**config.mk**
```make
export PLATFORM = sky130hd
export DESIGN_NAME = id_ex_stage
export DESIGN_NICKNAME = d
export VERILOG_FILES = /design/src/rtl/rv32i_pkg.sv /design/src/rtl/rv32i_decoder.sv /design/src/rtl/id_ex_stage.sv
export SDC_FILE = /design/constraint.sdc
export NUM_CORES = 1
export LEC_CHECK = 0
export ABC_AREA = 1
export CAP_MARGIN = 10
export CORE_UTILIZATION = 40
export CTS_CLUSTER_DIAMETER = 120
export CTS_CLUSTER_SIZE = 10
export DETAILED_ROUTE_END_ITERATION = 7
export GPL_ROUTABILITY_DRIVEN = 0
export HOLD_SLACK_MARGIN = 0.06
export PLACE_DENSITY = 0.86
export SKIP_CTS_REPAIR_TIMING = 1
export SKIP_LAST_GASP = 1
export SYNTH_ARGS = -nofsm -noshare
export SYNTH_HDL_FRONTEND = slang
export SYNTH_HIERARCHICAL = 1
export SYNTH_SLANG_ARGS = --single-unit
```
**constraint.sdc**
```tcl
create_clock -name clk -period 1.11 [get_ports clk]
set_input_delay 0.111 -clock clk [delete_from_list [all_inputs] [get_ports clk]]
set_output_delay 0.111 -clock clk [all_outputs]
set_load 0.01 [all_outputs]
```
**src/rtl/rv32i_pkg.sv**
```systemverilog
`default_nettype none
// ============================================================================
// Module      : rv32i_pkg
// Description : Shared RV32I constants (opcodes, ALU function codes) and the
//               decoded EX-stage bundle type.
// Revision    : 1.0 - initial release
// ============================================================================
package rv32i_pkg;

  // Major opcodes handled by the issue stage
  localparam logic [6:0] c_opc_op     = 7'b0110011;
  localparam logic [6:0] c_opc_op_imm = 7'b0010011;
  localparam logic [6:0] c_opc_lui    = 7'b0110111;
  localparam logic [6:0] c_opc_auipc  = 7'b0010111;
  localparam logic [6:0] c_opc_branch = 7'b1100011;

  // ALU function codes; these must track the ALU's own decode
  localparam logic [3:0] c_func_add  = 4'd0;
  localparam logic [3:0] c_func_xor  = 4'd1;
  localparam logic [3:0] c_func_or   = 4'd2;
  localparam logic [3:0] c_func_and  = 4'd3;
  localparam logic [3:0] c_func_slli = 4'd4;
  localparam logic [3:0] c_func_sll  = 4'd5;
  localparam logic [3:0] c_func_sr   = 4'd6;
  localparam logic [3:0] c_func_sri  = 4'd7;
  localparam logic [3:0] c_func_slt  = 4'd8;
  localparam logic [3:0] c_func_sltu = 4'd9;

  // funct7 encodings accepted on OP / shift-immediate instructions
  localparam logic [6:0] c_f7_base = 7'b0000000;
  localparam logic [6:0] c_f7_alt  = 7'b0100000;

  // Decoded bundle handed to the ALU and EX bookkeeping
  typedef struct packed {
    logic [31:0] a;
    logic [31:0] b;
    logic [4:0]  shamt;
    logic        sub_sra;
    logic [3:0]  func;
    logic [4:0]  rd;
    logic        we;
    logic [2:0]  br;
    logic        is_br;
    logic [31:0] pc;
    logic        illegal;
  } ex_bundle_t;

endpackage
`default_nettype wire

```
**src/rtl/rv32i_decoder.sv**
```systemverilog
`default_nettype none
// ============================================================================
// Module      : rv32i_decoder
// Description : Purely combinational RV32I integer decoder producing the ALU
//               control set, operands and EX bookkeeping for one instruction.
// Revision    : 1.0 - initial release
// ============================================================================
module rv32i_decoder
  import rv32i_pkg::*;
(
  input  logic [31:0] i_instr,
  input  logic [31:0] i_pc,
  input  logic [31:0] i_rs1,
  input  logic [31:0] i_rs2,
  output ex_bundle_t  o_bundle
);

  logic [6:0]  w_opcode;
  logic [4:0]  w_rd;
  logic [2:0]  w_funct3;
  logic [6:0]  w_funct7;
  logic [31:0] w_imm_i;
  logic [31:0] w_imm_u;
  logic        w_illegal;
  logic        w_we;

  assign w_opcode = i_instr[6:0];
  assign w_rd     = i_instr[11:7];
  assign w_funct3 = i_instr[14:12];
  assign w_funct7 = i_instr[31:25];
  assign w_imm_i  = {{20{i_instr[31]}}, i_instr[31:20]};
  assign w_imm_u  = {i_instr[31:12], 12'b0};

  // Decode opcode/funct fields into operands and ALU controls; illegal
  // encodings are forced to a harmless func 0 with no register write.
  always_comb begin
    o_bundle    = '0;
    w_illegal   = 1'b0;
    w_we        = 1'b0;
    o_bundle.rd = w_rd;
    o_bundle.pc = i_pc;
    case (w_opcode)
      c_opc_op: begin
        o_bundle.a = i_rs1;
        o_bundle.b = i_rs2;
        w_we       = 1'b1;
        case (w_funct3)
          3'b000: begin
            o_bundle.func    = c_func_add;
            o_bundle.sub_sra = i_instr[30];
          end
          3'b001: begin
            // ALU shifts by the whole B operand, so keep only rs2[4:0]
            o_bundle.func = c_func_sll;
            o_bundle.b    = {27'b0, i_rs2[4:0]};
          end
          3'b010:  o_bundle.func = c_func_slt;
          3'b011:  o_bundle.func = c_func_sltu;
          3'b100:  o_bundle.func = c_func_xor;
          3'b101: begin
            o_bundle.func    = c_func_sr;
            o_bundle.b       = {27'b0, i_rs2[4:0]};
            o_bundle.sub_sra = i_instr[30];
          end
          3'b110:  o_bundle.func = c_func_or;
          default: o_bundle.func = c_func_and;
        endcase
        if (w_funct7 == c_f7_alt) begin
          w_illegal = !((w_funct3 == 3'b000) || (w_funct3 == 3'b101));
        end else begin
          w_illegal = (w_funct7 != c_f7_base);
        end
      end
      c_opc_op_imm: begin
        o_bundle.a     = i_rs1;
        o_bundle.b     = w_imm_i;
        o_bundle.shamt = i_instr[24:20];
        w_we           = 1'b1;
        case (w_funct3)
          3'b000:  o_bundle.func = c_func_add;
          3'b001: begin
            o_bundle.func = c_func_slli;
            w_illegal     = (w_funct7 != c_f7_base);
          end
          3'b010:  o_bundle.func = c_func_slt;
          3'b011:  o_bundle.func = c_func_sltu;
          3'b100:  o_bundle.func = c_func_xor;
          3'b101: begin
            o_bundle.func    = c_func_sri;
            o_bundle.sub_sra = i_instr[30];
            w_illegal        = !((w_funct7 == c_f7_base) || (w_funct7 == c_f7_alt));
          end
          3'b110:  o_bundle.func = c_func_or;
          default: o_bundle.func = c_func_and;
        endcase
      end
      c_opc_lui: begin
        o_bundle.b = w_imm_u;
        w_we       = 1'b1;
      end
      c_opc_auipc: begin
        o_bundle.a = i_pc;
        o_bundle.b = w_imm_u;
        w_we       = 1'b1;
      end
      c_opc_branch: begin
        // Branch compare is done as rs1 - rs2 in the ALU
        o_bundle.a       = i_rs1;
        o_bundle.b       = i_rs2;
        o_bundle.sub_sra = 1'b1;
        o_bundle.br      = w_funct3;
        o_bundle.is_br   = 1'b1;
      end
      default: w_illegal = 1'b1;
    endcase
    if (w_illegal) begin
      o_bundle.func    = c_func_add;
      o_bundle.sub_sra = 1'b0;
      o_bundle.illegal = 1'b1;
      o_bundle.we      = 1'b0;
    end else begin
      o_bundle.we = w_we && (w_rd != 5'd0);
    end
  end

endmodule
`default_nettype wire

```
**src/rtl/id_ex_stage.sv**
```systemverilog
`default_nettype none
// ============================================================================
// Module      : id_ex_stage
// Description : Decode-and-issue stage ahead of the RV32I ALU: writeback
//               bypass, combinational decode and a valid/ready output register.
// Revision    : 1.0 - initial release
// ============================================================================
module id_ex_stage
  import rv32i_pkg::*;
#(
  parameter int XLEN = 32
)
(
  input  logic            clk,
  input  logic            rst_n,
  input  logic            in_valid,
  output logic            in_ready,
  input  logic [31:0]     in_instr,
  input  logic [XLEN-1:0] in_pc,
  input  logic [XLEN-1:0] rs1_data,
  input  logic [XLEN-1:0] rs2_data,
  input  logic            wb_we,
  input  logic [4:0]      wb_rd,
  input  logic [XLEN-1:0] wb_data,
  input  logic            flush,
  output logic            out_valid,
  input  logic            out_ready,
  output logic [XLEN-1:0] out_a,
  output logic [XLEN-1:0] out_b,
  output logic [4:0]      out_shamt,
  output logic            out_sub_sra,
  output logic [3:0]      out_func,
  output logic [4:0]      out_rd,
  output logic            out_we,
  output logic [2:0]      out_br,
  output logic            out_is_br,
  output logic [XLEN-1:0] out_pc,
  output logic            out_illegal
);

  logic [4:0]  w_rs1_idx;
  logic [4:0]  w_rs2_idx;
  logic [31:0] w_rs1_fwd;
  logic [31:0] w_rs2_fwd;
  logic        w_load;
  ex_bundle_t  w_dec;
  ex_bundle_t  r_bundle;
  logic        r_valid;

  assign w_rs1_idx = in_instr[19:15];
  assign w_rs2_idx = in_instr[24:20];

  // Writeback bypass; x0 is never forwarded since it always reads zero
  assign w_rs1_fwd = (wb_we && (wb_rd != 5'd0) && (wb_rd == w_rs1_idx)) ? wb_data : rs1_data;
  assign w_rs2_fwd = (wb_we && (wb_rd != 5'd0) && (wb_rd == w_rs2_idx)) ? wb_data : rs2_data;

  rv32i_decoder u_decoder (
    .i_instr  (in_instr),
    .i_pc     (in_pc),
    .i_rs1    (w_rs1_fwd),
    .i_rs2    (w_rs2_fwd),
    .o_bundle (w_dec)
  );

  assign in_ready = !r_valid || out_ready;
  assign w_load   = in_valid && in_ready && !flush;

  // Output register: flush beats load, load beats drain, otherwise hold
  always_ff @(posedge clk or negedge rst_n) begin
    if (!rst_n) begin
      r_valid  <= 1'b0;
      r_bundle <= '0;
    end else if (flush) begin
      r_valid <= 1'b0;
    end else if (w_load) begin
      r_valid  <= 1'b1;
      r_bundle <= w_dec;
    end else if (out_ready) begin
      r_valid <= 1'b0;
    end
  end

  assign out_valid   = r_valid;
  assign out_a       = r_bundle.a;
  assign out_b       = r_bundle.b;
  assign out_shamt   = r_bundle.shamt;
  assign out_sub_sra = r_bundle.sub_sra;
  assign out_func    = r_bundle.func;
  assign out_rd      = r_bundle.rd;
  assign out_we      = r_bundle.we;
  assign out_br      = r_bundle.br;
  assign out_is_br   = r_bundle.is_br;
  assign out_pc      = r_bundle.pc;
  assign out_illegal = r_bundle.illegal;

endmodule
`default_nettype wire
```
Word-level counts from Yosys, hierarchy flattened
Cells that the tools add are included.
Storage, ports and cells
  bits in registers: 118
  bits of input ports: 171
  output and inout port bits: 119
  word-level logic and storage cells: 76
Cells by class
  equal/unequal tests: 14
  mux-type cells: 23
  bitwise logic cells: 1
  reduce and logical (&&, ||, !) cells: 26
Operator list (count)
  32-bit one-hot mux with 4 select lines: 1
  32-bit two-way mux: 3
  32-bit one-hot mux with 2 select lines: 1
  4-bit one-hot mux with 7 select lines: 2
  7-bit by 6-bit == test with 1-bit output, second input constant: 3
  7-bit by 5-bit == test with 1-bit output, second input constant: 2
  5-bit == test: 2
  5-bit two-way mux: 2
  5-bit nonzero test: 2
  3-bit == test, second input constant: 3
  1-bit two-way mux: 9
  4-bit one-hot mux with 2 select lines: 1
  7-bit == test, second input constant: 1
  7-bit logical NOT: 1
  7-bit nonzero test: 1
  3-bit by 2-bit == test with 1-bit output, second input constant: 2
  1-bit logical AND: 6
  1-bit one-hot mux with 3 select lines: 2
  2-bit OR reduction: 3
  3-bit OR reduction: 2
  1-bit logical NOT: 4
  4-bit two-way mux: 1
  4-bit OR reduction: 1
  3-bit by 1-bit == test with 1-bit output, second input constant: 1
  6 further kinds: 8

Logic depth before layout (Yosys ltp)
  word-level depth: 6
  mapped depth: 12
  gate-level depth less buffers: 11

Hierarchy
The synthesis kept the hierarchy.
By module, submodules not included
  id_ex_stage: instances 1, cells each 500, area an instance 5660.4 sq um, seq. area each 2952.8 sq um
  rv32i_decoder: instances 1, cells each 338, area an instance 1661.6 sq um, seq. area each 0.0 sq um

Worst setup path after synthesis
OpenSTA, ideal clock, no wires.
  kind: input to register
  start: input in_instr[13]
  end: register r_bundle, in the netlist out_we
  setup time: 125 ps
  data arrival time: 1239 ps
  required time: 985 ps
  setup slack: -253 ps
  stages on the path: 8
  path buffers: 1
  path through: clkdlybuf4s15_2 > nor2_1 > inv_1 > nor2_1 > nand3_1 > nand3_2 > nor2_1 > mux2_2
RTL lines
  start, declared: line id_ex_stage.sv:18  | input logic [31:0] in_instr,
  end signal, assigned: line id_ex_stage.sv:77  | r_bundle <= w_dec;
  end, declared: line id_ex_stage.sv:47  | ex_bundle_t r_bundle;

==> impl_metrics.csv <==
group,metric,value,unit
sta,max_slew.worst_pin.slew,0.376,ns
cts,insertion_delay,0.42,ns
die,core,18000,µm²
power_and_ir_drop,ir_worst_vdd,1050,µV
global_route,grt_pass1_vias,7348,
power_and_ir_drop,pwr-share-comb,21.5,%
cts,cts_tree,"done",
sta,finalCritPeriodShare,127,%
cts,ctsLongestPathBuffers,2,
synth,yosysWarningCount,6,
sta,grt_setup_unrepaired,"yes",
cells_and_area,final_common_cell,"nand2_1",
synth,seq_area_frac_synth,40.3,%
route,drc,0,
synth,syn_nets,1009,
power_and_ir_drop,p_seq_share,34.7,%
setup_path,slowest_stage,"mux2_2",
power_and_ir_drop,power.internal,10.1,mW
placement,dpl_cell_area,10800,µm²
global_route,grt-ovfl-total,0,
cts,cts_max_level,4,
cts,clkTransAtPathRegs,0.06,ns
global_route,antenna_found_initial,0,
setup_path,critical_path.cell_chain,"dlymetal6s2s_1 -> xor2_1 -> nor2_2 -> nand3_4 -> buf_12 -> nand2_1 -> nand2_1 -> nand2_1 -> o21ai_0 -> mux2_2",
setup_path,r2r-start,"out_valid$_DFFE_PN0P_",
route,initialDrtViolationCount,661,
power_and_ir_drop,switchingPower,3.53,mW
setup_path,slowest_delay,0.28,ns
cells_and_area,stdcell_area,12000,µm²
power_and_ir_drop,leakage,6.73,nW
cells_and_area,drive_above_1_share,35.2,%
synth,synth_cell_types,29,
route,wirelength,30.1,mm
cts,root_buffer,"clkbuf_16",
setup_path,endpoint_kind,"flop",
run_status,violations,"negative setup slack",
route,vias_per_cell,5.46,
route,vias,7709,
cts,cts.sinks,118,
placement,place.detailed.hpwl,20.0,mm
power_and_ir_drop,pwr_density_cell,1130,nW/µm²
sta,min_period,1.41,ns
cells_and_area,final_cell_mix,"nand2_1, clkdlybuf4s50_1, dfrtp_1",
setup_path,crit_buf_inv,2,
setup_path,crit_arrival,1.71,ns
die,placementRows,49,
setup_path,required,1.41,ns
power_and_ir_drop,swShare,25.9,%
placement,numPortBuffers,289,
die,die_h,137,µm
sta,skew,0.00496,ns
sta,hold_viol_final,0,
setup_path,cp-start-kind,"primary input",
global_route,grt_max_degree,52,
route,wl_per_cell,21.3,µm
global_route,grt_pass1_wl,39.4,mm
setup_path,crit_top_cell,"nand2_1",
min_path,min-delay-path-class,"in -> async",
die,dieArea,18800,µm²
setup_path,path_class,"in -> reg",
synth,avgSynthCellArea,8.74,µm²
run_status,status,"complete, but fails checks",
die,start_util,40.8,%
cells_and_area,fill_cells,1322,
sta,fin_ws,-0.296,ns
flow_run,maxCapViolCount,0,
sta,fmax,711,MHz
die,ioPinCount,290,
sta,slew_viol_final,0,
synth,ys_ff_latch,118,
die,die_x,137,µm
sta,setup_viol,118,
sta,max_slew_margin,74.9,%
cts,numCtsBuffers,17,
power_and_ir_drop,fin_total_pwr,13.6,mW
cells_and_area,multi_input_area,3970,µm²
cells_and_area,nNetsFinal,1342,
setup_path,crit_family,"simple AND/OR/NAND/NOR gates",
setup_path,crit_fanout,6,
power_and_ir_drop,pwr-share-clk,43.8,%
cells_and_area,synthToLayoutAreaGrowth,64.3,%
synth,synth_area,7320,µm²
synth,synthCells,838,
setup_path,crit_start,"in_instr[23]",
route,drtPass1Iterations,5,
route,final_antenna_net_count,0,
cells_and_area,seqCellArea,2950,µm²
global_route,grtUsageTotal,28.1,%
-- power by group through the flow --
stage	sequential [mW]	clock (mW)	combinational [mW]
after floorplan	4.93	0	0.996
final	4.73	5.96	2.93
after detailed placement	4.80	0	2.79
after global placement	4.79	0	2.75
after CTS	4.73	5.99	2.81
after global routing	4.76	6.22	3.10
-- sequential cells by signal, indices dropped and copies added, names as in the netlist --
| signal | flops |
|---|---|
| out_a | 32 |
| out_b | 32 |
| out_pc | 32 |
| out_rd | 5 |
| out_shamt | 5 |
| out_func | 4 |
| out_br | 3 |
| out_illegal | 1 |
| out_is_br | 1 |
| out_sub_sra | 1 |
| out_valid | 1 |
| out_we | 1 |
-- metrics by stage --
step / std cells / setup WS, ns / utilization (%) / setup TNS (ns) / hold slack [ns]
2_1_floorplan: 838 / -0.219 / - / -20.78 / -0.185
3_3_place_gp: 1345 / -1.02 / 60.1 / -85.46 / -0.0344
3_5_place_dp: 1345 / -1.06 / 60.1 / -87.97 / -0.0356
4_1_cts: 1376 / -0.639 / 63.5 / -83.37 / -0.483
5_1_grt: 1412 / -0.343 / 66.9 / -31.89 / 0.0939
6_report: 1413 / -0.296 / 66.9 / -28.37 / 0.0795
-- routing by layer --
metal | up-vias | part of all wire (%) | GRT usage [%]
met2 | 477 | 50 | 48.8
met1 | 3702 | 37 | 32.7
li1 | 3440 | - | -
met5 | - | 0 | 0
met3 | 90 | 9.3 | 7.51
met4 | 0 | 3.7 | 11.4
-- synth_stat cells, drive strengths merged --
cell / n / area, µm²
clkdlybuf4s15: 1 / 11.3
nand2: 239 / 922
xnor2: 2 / 17.5
nand4: 33 / 206
o31ai: 1 / 7.51
inv: 40 / 150
clkbuf: 10 / 37.5
buf: 80 / 554
mux2: 117 / 1430
o22ai: 5 / 31.3
o21ai: 42 / 221
dfrtp: 118 / 2950
nor2: 43 / 199
a21oi: 2 / 10.0
nor3: 3 / 31.3
xor2: 5 / 43.8
nand3: 97 / 495
-- path summary, 6_finish.rpt --
| path | end | slack, ns | cells past startpoint |
|---|---|---|---|
| worst max register to register | out_a[28]$_DFFE_PN0P_ | -0.27 | 4 |
| max in group asynchronous | out_shamt[2]$_DFFE_PN0P_ | 0.49 | 3 |
| min in group clk | out_b[18]$_DFFE_PN0P_ | 0.17 | 5 |
| worst min register to register | out_pc[13]$_DFFE_PN0P_ | 0.50 | 1 |
| worst max-delay path | out_b[5]$_DFFE_PN0P_ | -0.30 | 10 |
| worst min-delay path | out_pc[18]$_DFFE_PN0P_ | 0.08 | 2 |
-- cell families after synthesis --
logic type | share of synthesized area, %
and+or+nand+nor | 25.3
buffers and inverters | 10.3
DFF | 40.3
muxes | 19.5
AOI/OAI and AO/OA | 3.69
xor gates and xnor gates | 0.837
-- final cells by class --
type,count,share of cell area [%]
Timing Repair Buffer,402,33.5
Multi-Input combinational cell,592,33.0
Sequential cell,118,24.6
Clock buffer,23,3.97
Tap cell,229,2.38
Inverter,40,1.33
Clock inverter,8,1.22
Antenna cell,1,0.0208
No activity file was read; power rests on OpenSTA's default activity.
